===== src/rtl/muldiv_arbiter.sv =====
// Arbiter/sequencer for the shared multi-cycle multiply/divide unit: grants one issue lane at a time, runs the unit's start/abort handshake and holds hi/lo until the owner acks.
// Optional macro MULDIV_FASTZERO_EN: MULT/MULTU with a zero operand skip the unit and complete with hi = lo = 0.
module muldiv_arbiter #(
    parameter int W = 32
) (
    input  logic         clk,
    input  logic         reset,
    input  logic         flush,
    input  logic [1:0]   req,
    input  logic [1:0]   op0,
    input  logic [1:0]   op1,
    input  logic [W-1:0] srca0,
    input  logic [W-1:0] srcb0,
    input  logic [W-1:0] srca1,
    input  logic [W-1:0] srcb1,
    input  logic [1:0]   ack,
    output logic [1:0]   ok,
    output logic [W-1:0] hi,
    output logic [W-1:0] lo,
    output logic         busy,
    output logic         unit_start,
    output logic [1:0]   unit_op,
    output logic [W-1:0] unit_a,
    output logic [W-1:0] unit_b,
    output logic         unit_abort,
    input  logic         unit_done,
    input  logic [W-1:0] unit_hi,
    input  logic [W-1:0] unit_lo
);

    typedef enum logic [1:0] {IDLE = 2'd0, RUN = 2'd1, HOLD = 2'd2} state_t;

    state_t       state_reg, state_next;
    logic         owner_reg;
    logic [1:0]   op_reg;
    logic [W-1:0] a_reg, b_reg;
    logic [W-1:0] hi_reg, lo_reg;
    logic         start_pend_reg;

    logic         grant_lane;
    logic [1:0]   grant_op;
    logic [W-1:0] grant_a, grant_b;
    logic         grant_zero;
    logic         grant;

    // Older lane (bit 0) wins whenever it is requesting.
    always_comb begin
        grant_lane = ~req[0];
        grant_op   = grant_lane ? op1   : op0;
        grant_a    = grant_lane ? srca1 : srca0;
        grant_b    = grant_lane ? srcb1 : srcb0;
`ifdef MULDIV_FASTZERO_EN
        grant_zero = ~grant_op[1] && ((grant_a == '0) || (grant_b == '0));
`else
        grant_zero = 1'b0;
`endif
    end

    assign grant = (state_reg == IDLE) && (state_next != IDLE);

    always_ff @(posedge clk or negedge reset) begin
        if (!reset) state_reg <= IDLE;
        else        state_reg <= state_next;
    end

    // A done pulse in the start cycle is ignored: the unit needs at least one cycle.
    always_comb begin
        state_next = state_reg;
        case (state_reg)
            IDLE: if (!flush && (req != 2'b00)) state_next = grant_zero ? HOLD : RUN;
            RUN: begin
                if (flush)                                state_next = IDLE;
                else if (unit_done && !start_pend_reg)    state_next = HOLD;
            end
            HOLD: begin
                if (flush)                                state_next = IDLE;
                else if (ack[owner_reg])                  state_next = IDLE;
            end
            default: state_next = IDLE;
        endcase
    end

    always_ff @(posedge clk or negedge reset) begin
        if (!reset) begin
            owner_reg      <= 1'b0;
            op_reg         <= 2'b00;
            a_reg          <= '0;
            b_reg          <= '0;
            hi_reg         <= '0;
            lo_reg         <= '0;
            start_pend_reg <= 1'b0;
        end else begin
            start_pend_reg <= 1'b0;
            if (grant) begin
                owner_reg      <= grant_lane;
                op_reg         <= grant_op;
                a_reg          <= grant_a;
                b_reg          <= grant_b;
                hi_reg         <= '0;
                lo_reg         <= '0;
                start_pend_reg <= ~grant_zero;
            end else if ((state_reg == RUN) && (state_next == HOLD)) begin
                hi_reg <= unit_hi;
                lo_reg <= unit_lo;
            end
        end
    end

    generate
        for (genvar gi = 0; gi < 2; gi++) begin : g_ok
            assign ok[gi] = (state_reg == HOLD) && (owner_reg == 1'(gi));
        end
    endgenerate

    always_comb begin
        busy       = (state_reg != IDLE);
        unit_start = 1'b0;
        unit_abort = 1'b0;
        unit_op    = 2'b00;
        unit_a     = '0;
        unit_b     = '0;
        hi         = '0;
        lo         = '0;
        if (state_reg == RUN) begin
            unit_start = start_pend_reg;
            unit_abort = flush;
            unit_op    = op_reg;
            unit_a     = a_reg;
            unit_b     = b_reg;
        end
        if (state_reg == HOLD) begin
            hi = hi_reg;
            lo = lo_reg;
        end
    end

endmodule

===== config.mk =====
export PLATFORM = sky130hd
export DESIGN_NAME = muldiv_arbiter
export DESIGN_NICKNAME = d
export VERILOG_FILES = /design/src/rtl/muldiv_arbiter.sv
export SDC_FILE = /design/constraint.sdc
export NUM_CORES = 1
export LEC_CHECK = 0
export CAP_MARGIN = 30
export CORE_MARGIN = 2
export CORE_UTILIZATION = 37
export CTS_CLUSTER_SIZE = 30
export DETAILED_ROUTE_END_ITERATION = 7
export HOLD_SLACK_MARGIN = 0.05
export PLACE_DENSITY = 0.79
export SETUP_SLACK_MARGIN = 0.3
export SLEW_MARGIN = 5
export SYNTH_ARGS = -nofsm -noshare
export SYNTH_HDL_FRONTEND = slang
export SYNTH_SLANG_ARGS = --single-unit

===== constraint.sdc =====
create_clock -name clk -period 1.6 [get_ports clk]
set_input_delay 0.24 -clock clk [delete_from_list [all_inputs] [get_ports clk]]
set_output_delay 0.24 -clock clk [all_outputs]
set_load 0.01 [all_outputs]

=== Yosys cells after proc, flatten, opt, wreduce, memory -nomap -nowiden ===
Cells that the tools add are included.

* Memories kept: 0
* RAM bits: 0
* Input port bits: 204
* Bits in latches: 0
* Register bits after elaboration: 134
* Memory bits (read-only): 0

* Shift operators: 0
* Muxes and demuxes: 23
* $add $sub $neg: 0
* Reductions and logical operators: 13
* Order comparisons: 1
* Equal/unequal tests: 3
* Multipliers: 0
* Divide/modulo/power cells: 0
* Bitwise logic cells: 2

{| class="wikitable"
|+ Operators by type and width
! kind !! number
|-
| 32-bit 2-to-1 mux || 10
|-
| 2-bit 2-to-1 mux || 7
|-
| 2-bit nonzero test || 4
|-
| 1-bit logical AND || 6
|-
| 2-bit one-hot mux with 3 select lines || 1
|-
| 1-bit 2-to-1 mux || 5
|-
| 2-bit == test, second input constant || 2
|-
| 2-bit by 1-bit == test with 1-bit output, second input constant || 1
|-
| 1-bit logical NOT || 2
|-
| 2-bit logical NOT || 1
|-
| 1-bit by 2-bit less-than comparator with 1-bit output, second input constant || 1
|-
| 1-bit NOT || 2
|}

=== Depth between registers and ports, before layout ===
* Depth after elaboration: 9
* Gate-level depth with buffers: 6

=== Least setup slack after synthesis ===
OpenSTA, ideal clock, no wires.

* Kind: reg-to-reg
* From: reg state_reg[1]
* To: reg b_reg[19]
* Path buffers: 2
* Setup slack: -0.044 ns
* Required time: 1.475 ns
* Library setup time: 0.125 ns
* Data arrival time: 1.520 ns
* Cell stages (with the launch flop): 6
* Cells stage by stage: dfrtp_1 -> or2_1 -> nor3_4 -> buf_4 -> buf_6 -> mux2_2

* Longest elaborated chain between the ends: 5
* Elaborated cells between the ends (all ways): 11

{| class="wikitable"
|+ Ends and longest elaborated chain
! item !! RTL line !! RTL
|-
| from (decl) || 33 || <nowiki>state_t state_reg, state_next;</nowiki>
|-
| from (signal assigned) || 63 || <nowiki>else state_reg <= state_next;</nowiki>
|-
| 2-bit 2-to-1 mux, on equally long branches || 77, 73 ||
|-
| 2-bit 2-to-1 mux, on equally long branches || 76, 72 ||
|-
| 2-bit one-hot mux with 3 select lines || 69 || <nowiki>case (state_reg)</nowiki>
|-
| 2-bit nonzero test || 59 || <nowiki>assign grant = (state_reg == IDLE) && (state_next != IDLE);</nowiki>
|-
| 1-bit logical AND (*) || 59 ||
|-
| via grant || 44 || <nowiki>logic grant;</nowiki>
|-
| to (signal assigned) || 98 || <nowiki>b_reg <= grant_b;</nowiki>
|-
| to (decl) || 36 || <nowiki>logic [W-1:0] a_reg, b_reg;</nowiki>
|}

The timed path passes the listed nets; every way through them passes the cells marked *.
A chain may end at the register's enable or synchronous reset.

=== Worst setup path in the final report ===
* From: reg state_reg[0]
* To: out hi[24]

* Longest elaborated chain between the ends: 2

{| class="wikitable"
|+ Ends and longest elaborated chain
! item !! RTL line !! RTL
|-
| 2-bit == test || 131 || <nowiki>if (state_reg == HOLD) begin</nowiki>
|-
| 32-bit 2-to-1 mux || 131 ||
|-
| to (decl) || 18 || <nowiki>output logic [W-1:0] hi,</nowiki>
|}

Every way passes these cells.

==> impl_metrics.ini <==
[critical_path]
crit_path_end_kind = primary output
crit_path_start_kind = flop
reg2regPathDepth = 8
crit_top_cell = buf_6
crit_slowest_cell = dfrtp_1
critPathMaxStageDelay_ns = 0.39
critPathMaxFanout = 5
worstSetupPathType = reg2out
required_ns = 1.36
path_cells = and2b_4, buf_6, buf_6, clkbuf_16, and2_1, buf_2
arrival_ns = 1.71

[logic_synthesis]
synthSimpleGateAreaFrac_pct = 14.0
ys_types = 24
ys_seq_area_share_pct = 50.4
synth_fa_ha_area_share_pct = 0
synth-xor-area-share_pct = 0
synthFlopType = dfrtp_1
synth_largest_area_cell = dfrtp_1
synth_cells = 524
synth-async-reset-ratio_pct = 100
synthTopCellsByCount = 134 x and2_1, 134 x dfrtp_1, 130 x mux2_2
synth_top_family_by_area = multiplexers
avgSynthCellArea_sq_um = 12.7
synthMuxAreaShare_pct = 22.7
yosys.area.top_type_share_pct = 50.4
yosysWarnings = 0
synth_edf_count = 0
ys_seq_elements = 134
synth_area_leaders = dfrtp_1 50%, mux2_2 22%, and2_1 13%
syn-num-nets = 728
synth-compound-area-share_pct = 8.79
syn_area_sq_um = 6650

[worst_hold_path]
min_path_type = in2async

[cts]
cts_made_buffers = 17
cts_sinks = 134
cts_tree = built
clock_latency_ns = 0.42
path_clk_slew_ns = 0.06
cts-root-buf = clkbuf_16
htreeDepth = 4
cts_buffer_depth = 2

[outcome]
status = complete, but fails checks
violations = negative setup slack

[finish]
nets = 1116
final_area_sq_um = 12000
fin_cells = 1154
area_growth_pct = 80.0
num_antenna_cells = 0
drive_gt1_share_pct = 49.6
final_core_util_pct = 67.3

[global_routing]
antenna_found_initial = 0
grt_util_all_layers_pct = 19.5
grt_pass1_wl_um = 29800
grt_pass1_vias = 5627
overflow = 0
grt_max_degree = 65

[power_and_ir_drop]
p_per_area_nw_per_um2 = 988
ir_worst_vdd_uv = 680
leakagePower_nw = 5.60

[timing]
rsz0062_at_grt = yes
setup_viol = 266
fin_ws_ns = -0.352
hold_violations = 0
relSlewSlack_pct = 72.6
slew_viol_final = 0
period_share_pct = 122
clock_skew_ns = 0.0149
fmax_mhz = 512
worstMarginPinSlew_ns = 0.411
hold_ws_ns = 0.318
layout_min_cycle_time_ns = 1.95

[detailed_routing]
antenna_left = 0
firstDrtPassIters = 6
viasPerCell = 4.90
drc = 0
first_iter_violations = 160
wl_per_cell_um = 18.7
vias = 5652
wl_um = 21500

[floorplanning]
ios = 339
start_util_pct = 37.4
rows = 49
fp.dieH_um = 138
dieArea_sq_um = 19100
fp.dieW_um = 138
core_area_sq_um = 17800

[flow_run]
drv_cap = 0

[placed_design]
dpl_cell_area_sq_um = 10500
dp_cells = 1077
pre_cts_ws_ns = -0.320
place_congestion = 0.805
portBuffers = 338
hpwlAfterDp_um = 13600
==> logic make-up (layout without fill, tap and decap cells) <==
group	Yosys count	in the layout
simple gates	146	146
mux	134	134
flops	134	134
compound gates	67	67
buf+inv	43	444
==> per-layer routing <==
metal | global-route usage (%) | up-vias | part of all wire, %
li1 | - | 2612 | -
met1 | 23.8 | 2800 | 41
met2 | 33.0 | 217 | 51
met3 | 6.03 | 23 | 6.4
met4 | 6.39 | 0 | 1.5
met5 | 0 | - | 0
==> final cells by class <==
class	instances	area (sq um)
timing repair buffer	411	4250
multi-input combinational	347	3440
clock buffer	19	443
sequential	134	3350
clock inverter	13	180
fill	1343	5820
inverter	1	3.75
tap	229	287
==> worst paths after layout <==
| path | end | slack, ns | startpoint |
|---|---|---|---|
| hold reg to reg | lo_reg[25]$_DFFE_PN0P_ | 0.49 | lo_reg[25]$_DFFE_PN0P_ |
| min in group clk | owner_reg$_DFFE_PN0P_ | 0.43 | req[0] |
| setup reg to reg | op_reg[1]$_DFFE_PN0P_ | -0.32 | state_reg[1]$_DFF_PN0_ |
| hold / removal | hi_reg[1]$_DFFE_PN0P_ | 0.32 | reset |
| max in group asynchronous | a_reg[13]$_DFFE_PN0P_ | 0.73 | reset |
| setup / recovery | hi[24] | -0.35 | state_reg[0]$_DFF_PN0_ |
==> timing repair <==
action	CTS	global route
hold endpoints to repair	36	0
pin swaps	1	60
hold buffers	1	0
setup endpoints to repair	266	266
gates resized for setup	189	510
gates cloned	1	14
buffers inserted	0	29
==> per-stage QoR <==
stage                     setup TNS, ns  total power (W)
final                            -68.60           0.0118
after detailed placement         -57.99          0.00698
after global placement           -54.85          0.00692
after CTS                        -74.79           0.0110
after floorplan                       0          0.00558
after global routing             -84.71           0.0123
==> power breakdown <==
part           switching [W]  internal [W]
logic                0.00113       0.00224
clock network        0.00149       0.00264
registers           0.000338       0.00398
==> cell usage in the layout (no fill, tap or decap), types with 9 or more instances in the layout <==
cell type / Yosys / routed
buf_4: 1 / 18
buf_6: 3 / 100
and2_1: 134 / 59
clkdlybuf4s50_1: 0 / 201
buf_12: 0 / 16
mux2_4: 0 / 59
dfrtp_1: 134 / 134
buf_2: 14 / 38
clkbuf_2: 0 / 19
a22o_1: 61 / 61
mux2_2: 130 / 73
buf_8: 6 / 9
clkbuf_16: 0 / 25
and2_4: 0 / 75
==> critical path: cells and delay by family, from the launching register on <==
kind	cells	cell delay, ns
buf+inv	4	0.49
flops	1	0.39
simple gates	2	0.44
No activity file was read; power rests on OpenSTA's default activity.
